<file path="config.mk">
export PLATFORM = sky130hd
export DESIGN_NAME = fp_add_issue_flat
export DESIGN_NICKNAME = d
export VERILOG_FILES = /design/src/rtl/fp_add_issue_if.sv /design/src/rtl/fp_add_issue.sv /design/src/flat_wrapper.sv
export SDC_FILE = /design/constraint.sdc
export NUM_CORES = 1
export LEC_CHECK = 0
export BUFFER_PORTS_ARGS = -buffer_cell sky130_fd_sc_hd__buf_2
export CORE_MARGIN = 2
export CORE_UTILIZATION = 46
export DETAILED_ROUTE_END_ITERATION = 12
export GPL_ROUTABILITY_DRIVEN = 0
export MAX_ROUTING_LAYER = met4
export PLACE_DENSITY = 0.72
export SLEW_MARGIN = 20
export SYNTH_ARGS = -nofsm -noshare
export SYNTH_HDL_FRONTEND = slang
export SYNTH_SLANG_ARGS = --single-unit
</file>
<file path="constraint.sdc">
create_clock -name clk -period 50.3 [get_ports clk]
set_clock_uncertainty 0.1 [all_clocks]
set_input_delay 2.515 -clock clk [delete_from_list [all_inputs] [get_ports clk]]
set_output_delay 2.515 -clock clk [all_outputs]
set_load 0.05 [all_outputs]
</file>
<file path="src/rtl/fp_add_issue_if.sv">
// Issue/result interface of the fp_add_issue wrapper.
// master: FP scheduler / writeback side (offers ops, consumes results, flushes).
// slave : fp_add_issue itself.
// Signals: flush, in_valid/in_ready/in_sub/in_a/in_b/in_tag,
//          out_valid/out_ready/out_y/out_tag.
interface fp_add_issue_if #(
    parameter int W     = 32,
    parameter int TAG_W = 6
);
    logic             flush;
    logic             in_valid;
    logic             in_ready;
    logic             in_sub;
    logic [W-1:0]     in_a;
    logic [W-1:0]     in_b;
    logic [TAG_W-1:0] in_tag;
    logic             out_valid;
    logic             out_ready;
    logic [W-1:0]     out_y;
    logic [TAG_W-1:0] out_tag;

    modport master (
        output flush, in_valid, in_sub, in_a, in_b, in_tag, out_ready,
        input  in_ready, out_valid, out_y, out_tag
    );

    modport slave (
        input  flush, in_valid, in_sub, in_a, in_b, in_tag, out_ready,
        output in_ready, out_valid, out_y, out_tag
    );
endinterface

</file>
<file path="src/rtl/fp_add_issue.sv">
// fp_add      : fixed-latency IEEE add (normals, zeros, subnormals, RNE, overflow
//               to Inf). NaN/Inf operands give meaningless results. Ports: clk,
//               reset, en (load stage 0), a, b, y (valid ADD_LAT cycles after en).
// fp_add_issue: valid/ready issue wrapper around fp_add with a tag/valid pipe,
//               NaN/Inf patching and a credit-protected result FIFO. Ports: clk,
//               reset (sync, active-high), bus (fp_add_issue_if.slave).
module fp_add #(
    parameter int W       = 32,
    parameter int ADD_LAT = 2
) (
    input  logic         clk,
    input  logic         reset,
    input  logic         en,
    input  logic [W-1:0] a,
    input  logic [W-1:0] b,
    output logic [W-1:0] y
);
    localparam int EW = (W == 64) ? 11 : 8;
    localparam int FW = W - 1 - EW;
    localparam int XW = FW + 4;     // hidden + fraction + guard/round/sticky
    localparam logic [EW-1:0] E_ONE  = {{(EW-1){1'b0}}, 1'b1};
    localparam logic [EW:0]   ER_ONE = {{EW{1'b0}}, 1'b1};

    logic [W-1:0]              big_s, sml_s, res_s;
    logic [EW-1:0]             eb_s, es_s, d_s, lz_s, sh_s;
    logic [XW-1:0]             mb_s, ms_s, mal_s, norm_s;
    logic [XW:0]               sum_s;
    logic [EW:0]               er_s;
    logic [FW+1:0]             mant_s;
    logic [FW-1:0]             frac_s;
    logic [ADD_LAT-1:0][W-1:0] pipe_r;

    // Align, add/subtract magnitudes, normalise and round one result.
    always_comb begin
        // Larger magnitude first so the subtraction never goes negative.
        if (b[W-2:0] > a[W-2:0]) begin
            big_s = b;
            sml_s = a;
        end else begin
            big_s = a;
            sml_s = b;
        end
        // Subnormals share the exponent of the smallest normal.
        eb_s  = (big_s[W-2:FW] == {EW{1'b0}}) ? E_ONE : big_s[W-2:FW];
        es_s  = (sml_s[W-2:FW] == {EW{1'b0}}) ? E_ONE : sml_s[W-2:FW];
        mb_s  = {|big_s[W-2:FW], big_s[FW-1:0], 3'b000};
        ms_s  = {|sml_s[W-2:FW], sml_s[FW-1:0], 3'b000};
        d_s   = eb_s - es_s;
        // Bits shifted out collapse into the sticky LSB.
        mal_s = (ms_s >> d_s) | {{(XW-1){1'b0}}, |(ms_s & ~({XW{1'b1}} << d_s))};
        if (big_s[W-1] == sml_s[W-1]) begin
            sum_s = {1'b0, mb_s} + {1'b0, mal_s};
        end else begin
            sum_s = {1'b0, mb_s} - {1'b0, mal_s};
        end
        lz_s = EW'(XW);
        for (int i = 0; i < XW; i++) begin
            if (sum_s[i]) begin
                lz_s = EW'(XW - 1 - i);
            end else begin
                lz_s = lz_s;
            end
        end
        // Never normalise below the minimum exponent: that yields a subnormal.
        sh_s = (lz_s < (eb_s - E_ONE)) ? lz_s : (eb_s - E_ONE);
        if (sum_s[XW]) begin
            norm_s = {sum_s[XW:2], sum_s[1] | sum_s[0]};
            er_s   = {1'b0, eb_s} + ER_ONE;
        end else begin
            norm_s = sum_s[XW-1:0] << sh_s;
            er_s   = {1'b0, eb_s} - {1'b0, sh_s};
            er_s   = norm_s[XW-1] ? er_s : {(EW+1){1'b0}};
        end
        // Round to nearest, ties to even.
        mant_s = {1'b0, norm_s[XW-1:3]}
               + {{(FW+1){1'b0}}, norm_s[2] & (norm_s[1] | norm_s[0] | norm_s[3])};
        if (mant_s[FW+1]) begin
            er_s   = er_s + ER_ONE;
            frac_s = mant_s[FW:1];
        end else if ((er_s == {(EW+1){1'b0}}) && mant_s[FW]) begin
            er_s   = ER_ONE;        // subnormal rounded up into the normal range
            frac_s = mant_s[FW-1:0];
        end else begin
            frac_s = mant_s[FW-1:0];
        end
        if (sum_s == {(XW+1){1'b0}}) begin
            res_s = {big_s[W-1] & sml_s[W-1], {(W-1){1'b0}}};
        end else if (er_s >= {1'b0, {EW{1'b1}}}) begin
            res_s = {big_s[W-1], {EW{1'b1}}, {FW{1'b0}}};
        end else begin
            res_s = {big_s[W-1], er_s[EW-1:0], frac_s};
        end
    end

    // Fixed-latency result pipe; stage 0 only loads on an issued op.
    always_ff @(posedge clk) begin
        if (reset) begin
            pipe_r <= {(ADD_LAT*W){1'b0}};
        end else begin
            pipe_r[0] <= en ? res_s : pipe_r[0];
            for (int i = 1; i < ADD_LAT; i++) begin
                pipe_r[i] <= pipe_r[i-1];
            end
        end
    end

    assign y = pipe_r[ADD_LAT-1];
endmodule

module fp_add_issue_chk (
    input logic clk,
    input logic reset,
    input logic wr,
    input logic full
);
    // A retire into a full result FIFO means the credit accounting is broken.
    assert property (@(posedge clk) disable iff (reset) !(wr && full));
endmodule

module fp_add_issue #(
    parameter int W       = 32,
    parameter int ADD_LAT = 2,
    parameter int TAG_W   = 6,
    parameter int Q_DEPTH = 4
) (
    input logic           clk,
    input logic           reset,
    fp_add_issue_if.slave bus
);
    localparam int EW = (W == 64) ? 11 : 8;
    localparam int FW = W - 1 - EW;
    localparam int PW = $clog2(Q_DEPTH);
    localparam int CW = $clog2(Q_DEPTH + 1);
    localparam logic [W-1:0] CNAN = (W == 64) ? W'(64'h7ff8_0000_0000_0000)
                                              : W'(32'h7fc0_0000);
    localparam logic [PW:0] PTR_ONE = {{PW{1'b0}}, 1'b1};

    logic [CW-1:0]                 cnt_r;
    logic                          accept_s, pop_s, clear_s, wr_s, full_s;
    logic                          a_nan_s, b_nan_s, a_inf_s, b_inf_s, eb_s;
    logic                          spec_s;
    logic [W-1:0]                  sval_s, fp_b_s, fp_y_s, wr_y_s;
    logic [ADD_LAT-1:0]            p_valid_r, p_spec_r;
    logic [ADD_LAT-1:0][TAG_W-1:0] p_tag_r;
    logic [ADD_LAT-1:0][W-1:0]     p_sval_r;
    logic [W-1:0]                  q_y_r   [Q_DEPTH];
    logic [TAG_W-1:0]              q_tag_r [Q_DEPTH];
    logic [PW:0]                   wr_ptr_r, rd_ptr_r;

    // in_ready looks only at the registered credit count, so a pop cannot
    // create room in the same cycle.
    assign bus.in_ready  = (cnt_r < CW'(Q_DEPTH));
    assign accept_s      = bus.in_valid & bus.in_ready;
    assign bus.out_valid = (wr_ptr_r != rd_ptr_r);
    assign pop_s         = bus.out_valid & bus.out_ready;
    assign clear_s       = reset | bus.flush;
    assign bus.out_y     = q_y_r[rd_ptr_r[PW-1:0]];
    assign bus.out_tag   = q_tag_r[rd_ptr_r[PW-1:0]];

    assign eb_s    = bus.in_b[W-1] ^ bus.in_sub;
    assign fp_b_s  = {eb_s, bus.in_b[W-2:0]};
    assign a_nan_s = (&bus.in_a[W-2:FW]) & (|bus.in_a[FW-1:0]);
    assign b_nan_s = (&bus.in_b[W-2:FW]) & (|bus.in_b[FW-1:0]);
    assign a_inf_s = (&bus.in_a[W-2:FW]) & ~(|bus.in_a[FW-1:0]);
    assign b_inf_s = (&bus.in_b[W-2:FW]) & ~(|bus.in_b[FW-1:0]);

    // NaN/Inf result patch, decided at issue and carried down the tag pipe.
    always_comb begin
        spec_s = 1'b0;
        sval_s = {W{1'b0}};
        if (a_nan_s | b_nan_s) begin
            spec_s = 1'b1;
            sval_s = CNAN;
        end else if (a_inf_s & b_inf_s) begin
            spec_s = 1'b1;
            sval_s = (bus.in_a[W-1] != eb_s) ? CNAN : bus.in_a;
        end else if (a_inf_s) begin
            spec_s = 1'b1;
            sval_s = bus.in_a;
        end else if (b_inf_s) begin
            spec_s = 1'b1;
            sval_s = fp_b_s;
        end else begin
            spec_s = 1'b0;
            sval_s = {W{1'b0}};
        end
    end

    fp_add #(.W(W), .ADD_LAT(ADD_LAT)) u_fp_add (
        .clk   (clk),
        .reset (reset),
        .en    (accept_s),
        .a     (bus.in_a),
        .b     (fp_b_s),
        .y     (fp_y_s)
    );

    assign wr_s   = p_valid_r[ADD_LAT-1];
    assign wr_y_s = p_spec_r[ADD_LAT-1] ? p_sval_r[ADD_LAT-1] : fp_y_s;
    assign full_s = (wr_ptr_r[PW] != rd_ptr_r[PW])
                  && (wr_ptr_r[PW-1:0] == rd_ptr_r[PW-1:0]);

    // Credit counter: in-flight plus queued ops; cleared by reset or flush.
    always_ff @(posedge clk) begin
        if (clear_s) begin
            cnt_r <= {CW{1'b0}};
        end else begin
            cnt_r <= cnt_r + CW'(accept_s) - CW'(pop_s);
        end
    end

    // In-flight valid pipe; clearing it drops every op still inside fp_add.
    always_ff @(posedge clk) begin
        if (clear_s) begin
            p_valid_r <= {ADD_LAT{1'b0}};
        end else begin
            p_valid_r[0] <= accept_s;
            for (int i = 1; i < ADD_LAT; i++) begin
                p_valid_r[i] <= p_valid_r[i-1];
            end
        end
    end

    // Tag/patch payload pipe, qualified by the valid pipe.
    always_ff @(posedge clk) begin
        if (reset) begin
            p_tag_r  <= {(ADD_LAT*TAG_W){1'b0}};
            p_spec_r <= {ADD_LAT{1'b0}};
            p_sval_r <= {(ADD_LAT*W){1'b0}};
        end else begin
            p_tag_r[0]  <= bus.in_tag;
            p_spec_r[0] <= spec_s;
            p_sval_r[0] <= sval_s;
            for (int i = 1; i < ADD_LAT; i++) begin
                p_tag_r[i]  <= p_tag_r[i-1];
                p_spec_r[i] <= p_spec_r[i-1];
                p_sval_r[i] <= p_sval_r[i-1];
            end
        end
    end

    // Result FIFO: storage zeroed on reset only, pointers cleared on flush too.
    always_ff @(posedge clk) begin
        if (reset) begin
            wr_ptr_r <= {(PW+1){1'b0}};
            rd_ptr_r <= {(PW+1){1'b0}};
            for (int i = 0; i < Q_DEPTH; i++) begin
                q_y_r[i]   <= {W{1'b0}};
                q_tag_r[i] <= {TAG_W{1'b0}};
            end
        end else if (bus.flush) begin
            wr_ptr_r <= {(PW+1){1'b0}};
            rd_ptr_r <= {(PW+1){1'b0}};
        end else begin
            if (wr_s) begin
                q_y_r[wr_ptr_r[PW-1:0]]   <= wr_y_s;
                q_tag_r[wr_ptr_r[PW-1:0]] <= p_tag_r[ADD_LAT-1];
                wr_ptr_r                  <= wr_ptr_r + PTR_ONE;
            end
            if (pop_s) begin
                rd_ptr_r <= rd_ptr_r + PTR_ONE;
            end
        end
    end

    fp_add_issue_chk u_chk (
        .clk   (clk),
        .reset (reset),
        .wr    (wr_s),
        .full  (full_s)
    );
endmodule

</file>
<file path="src/flat_wrapper.sv">
// flat-port wrapper written by rule: the top's interface ports become plain ports
module fp_add_issue_flat 
#(
    parameter int W       = 32,
    parameter int ADD_LAT = 2,
    parameter int TAG_W   = 6,
    parameter int Q_DEPTH = 4
)
  (clk, reset, bus_flush, bus_in_valid, bus_in_sub, bus_in_a, bus_in_b, bus_in_tag, bus_out_ready, bus_in_ready, bus_out_valid, bus_out_y, bus_out_tag);
  fp_add_issue_if #(.W(W), .TAG_W(TAG_W)) bus_i ();
  input logic clk;
  input logic reset;
  input wire logic [$bits(bus_i.flush)-1:0] bus_flush;
  input wire logic [$bits(bus_i.in_valid)-1:0] bus_in_valid;
  input wire logic [$bits(bus_i.in_sub)-1:0] bus_in_sub;
  input wire logic [$bits(bus_i.in_a)-1:0] bus_in_a;
  input wire logic [$bits(bus_i.in_b)-1:0] bus_in_b;
  input wire logic [$bits(bus_i.in_tag)-1:0] bus_in_tag;
  input wire logic [$bits(bus_i.out_ready)-1:0] bus_out_ready;
  output wire logic [$bits(bus_i.in_ready)-1:0] bus_in_ready;
  output wire logic [$bits(bus_i.out_valid)-1:0] bus_out_valid;
  output wire logic [$bits(bus_i.out_y)-1:0] bus_out_y;
  output wire logic [$bits(bus_i.out_tag)-1:0] bus_out_tag;
  assign bus_i.flush = bus_flush;
  assign bus_i.in_valid = bus_in_valid;
  assign bus_i.in_sub = bus_in_sub;
  assign bus_i.in_a = bus_in_a;
  assign bus_i.in_b = bus_in_b;
  assign bus_i.in_tag = bus_in_tag;
  assign bus_i.out_ready = bus_out_ready;
  assign bus_in_ready = bus_i.in_ready;
  assign bus_out_valid = bus_i.out_valid;
  assign bus_out_y = bus_i.out_y;
  assign bus_out_tag = bus_i.out_tag;
  fp_add_issue #(.W(W), .ADD_LAT(ADD_LAT), .TAG_W(TAG_W), .Q_DEPTH(Q_DEPTH)) u_core (.clk(clk), .reset(reset), .bus(bus_i));
endmodule
</file>
==> impl_metrics.tcl <==
set metrics [dict create \
    synth_cell_types 144 \
    fp.coreArea_um2 51610 \
    finalHoldViolCount 0 \
    cts.htree.levels 1 \
    syn_area_per_cell_um2 8.702 \
    stdcell_area_um2 25860 \
    setup_tns_ns 0 \
    vdd_drop_max_mv 0.02306 \
    io_pins 116 \
    dp_hpwl_um 54590 \
    nNetsFinal 2984 \
    final.period_utilization_pct 40.03 \
    critPathMostFrequentCell "a21oi_1" \
    grt_pass1_vias 21100 \
    crit_arrival_ns 20.46 \
    r2r-start "u_core.p_valid_r[1]" \
    cpPeakStageDelay_ns 0.72 \
    start_util_pct 46.77 \
    critPathMaxFanout 58 \
    fillCellCount 4743 \
    row_count 83 \
    slew_headroom_pct 17.69 \
    antenna_found_initial 2 \
    syn-cell-area_um2 24140 \
    port_buffers 115 \
    insertion_delay_ns 0.53 \
    die_height_um 233.1 \
    drv_cap 0 \
    grt_max_degree 96 \
    synthArstFlopShare_pct 0 \
    vias_per_cell 6.417 \
    clockBufferDepth 3 \
    powerDensity_nw_per_um2 41.84 \
    fmax_mhz 49.66 \
    min_from "u_core.p_sval_r[29]" \
    area_growth_syn_to_layout_pct 7.148 \
    status "complete, no violations" \
    rsz0062_at_grt "no" \
    synth_seq_cells 307 \
    startpoint "bus_in_a[18]" \
    ys.flop_type "dfxtp_1" \
    synth-edff-count 152 \
    ant_nets 0 \
    p_total_mw 1.082 \
    postPlaceCellArea_um2 25020 \
    drive_gt1_share_pct 13.99 \
    worstSetupStartpointType "primary input" \
    min_period_ns 20.14 \
    cp_slowest_cell "nand3_1" \
    hp-class "flip-flop to flip-flop" \
    totalWireLength_um 74080 \
    leakagePower_nw 10.03 \
    drtIter0Drc 2660 \
    dr.pass1.iters 8 \
    cts_setup_buffers 0 \
    worstMarginPinSlew_ns 1.223 \
    vias 22450 \
    synth_commonest_cells "357 x nor2_1, 239 x nand2_1, 155 x dfxtp_1" \
    synthTopCellsByArea "edfxtp_1 19%, dfxtp_1 13%, nor2_1 5.6%" \
    yosysSeqAreaShare_pct 31.76 \
    crit_path_end_kind "flip-flop" \
    synth_cells 2774 \
    postCtsResizedCells 0 \
    yosysTopAreaCellShare_pct 18.91 \
    dieArea_um2 54320 \
    routedWlPerCell_um 21.18 \
    die_x_um 233.1 \
    ys_warn_count 0 \
    clk_pin_slew_ns 0.07 \
    synth_top_area_cell "edfxtp_1" \
    slew_violations 0 \
    yosysMostFrequentCell "nor2_1" \
    setup_viol 0 \
    grt_use_total_pct 27.30 \
    cts-hold-fix-buffers 0 \
    cp.required_ns 50.62 \
    cts_sinks 307 \
    drc 0 \
    cts_root_buffer "clkbuf_16" \
    grt_pass1_wl_um 116100 \
    cts-buffers-inserted 23 \
    cts_tree "built" \
    overflow 0 \
    critical_path_class "primary input to flip-flop" \
]
==> metal layers <==
layer  vias up  share of wire, %  global-route usage, %
met3       341               9.9                  3.284
met4         0               5.7                  12.92
li1      10200                 -                      -
met2      1437                47                  45.19
met1     10470                38                  33.16
met5         -                 0                      -
==> layout make-up <==
cell class	instances	area, um^2	share of cell area [%]
well taps	680	850.8	3.290
diodes	2	5.005	0.01935
flip-flops and latches	307	7670	29.66
clock inverters	9	96.34	0.3725
clock buffers	33	728.2	2.816
repair buffers	145	803.3	3.106
multi-input cells	2201	15250	58.96
inverters	121	461.7	1.785
==> placed cells by master (no fill, tap or decap), drive strengths merged, types with 12 or more instances in the layout <==
master / instances
a21oi: 152
a31oi: 21
nor4: 19
o2111ai: 12
nor2b: 87
nor2: 361
ha: 105
o21ai: 160
edfxtp: 152
conb: 24
a211oi: 29
a21o: 30
and3: 32
o31ai: 27
xnor2: 65
nand2b: 20
xor2: 24
inv: 122
o211ai: 54
mux2: 34
nand3: 85
a22oi: 16
mux2i: 122
o22ai: 16
or3: 25
nand2: 241
o41ai: 14
and2: 35
or2: 29
nor3: 73
buf: 145
mux4: 45
clkbuf: 33
nand4: 41
dfxtp: 155
o21a: 16
==> final timing paths <==
check,end,slack (ns),cells after the start
worst max-delay path,u_core.u_fp_add.pipe_r[5],30.16,64
worst min-delay path,u_core.p_sval_r[61],0.33,1
worst min register to register,u_core.p_sval_r[61],0.33,1
worst max register to register,u_core.q_y_r[2][5],47.53,6
==> state kept, by name, indices dropped and copies added, names as in the netlist, 12 cells and up, named ones only <==
name	count
u_core.p_sval_r	64
u_core.q_y_r	128
u_core.q_tag_r	24
u_core.u_fp_add.y	32
u_core.u_fp_add.pipe_r	32
u_core.p_tag_r	12
==> through the flow <==
step	setup WS (ns)	cells	hold slack, ns	utilization (%)
after floorplan	32.82	2796	0.3057	-
after global placement	30.80	3454	0.3088	48.47
after detailed placement	30.32	3454	0.3202	48.47
after CTS	30.75	3496	0.3354	50.07
after global routing	28.96	3498	0.3483	50.11
final	30.16	3498	0.3343	50.11
==> critical path: cells and delay by family <==
family	cells	cell delay, ns
AO/OA/AOI/OAI	29	8.67
XOR/XNOR	1	0.11
adder cells (fa/ha/maj)	5	1.59
buffers and inverters	11	2.57
multiplexers	2	0.56
AND/OR/NAND/NOR	16	4.43
==> power by group <==
part	leakage, nW	switching (mW)	total [mW]	internal [mW]
sequential	2.84	0.00421	0.284	0.279
clock	0.410	0.0839	0.194	0.110
combinational	6.78	0.401	0.605	0.204
==> kinds of logic (layout without fill, tap and decap cells) <==
group                      after synthesis  after routing  share of synthesized area [%]
and+or+nand+nor                       1100           1100                          22.62
AOI/OAI and AO/OA                      676            676                          19.87
DFF                                    307            307                          31.76
buffers and inverters                  288            308                          5.603
muxes                                  201            201                          10.89
adders and majority gates              110            110                          5.816
xor gates and xnor gates                90             90                          3.406
other                                    2             26                        0.03111
Note: power is estimated with default switching activity, not from simulation.
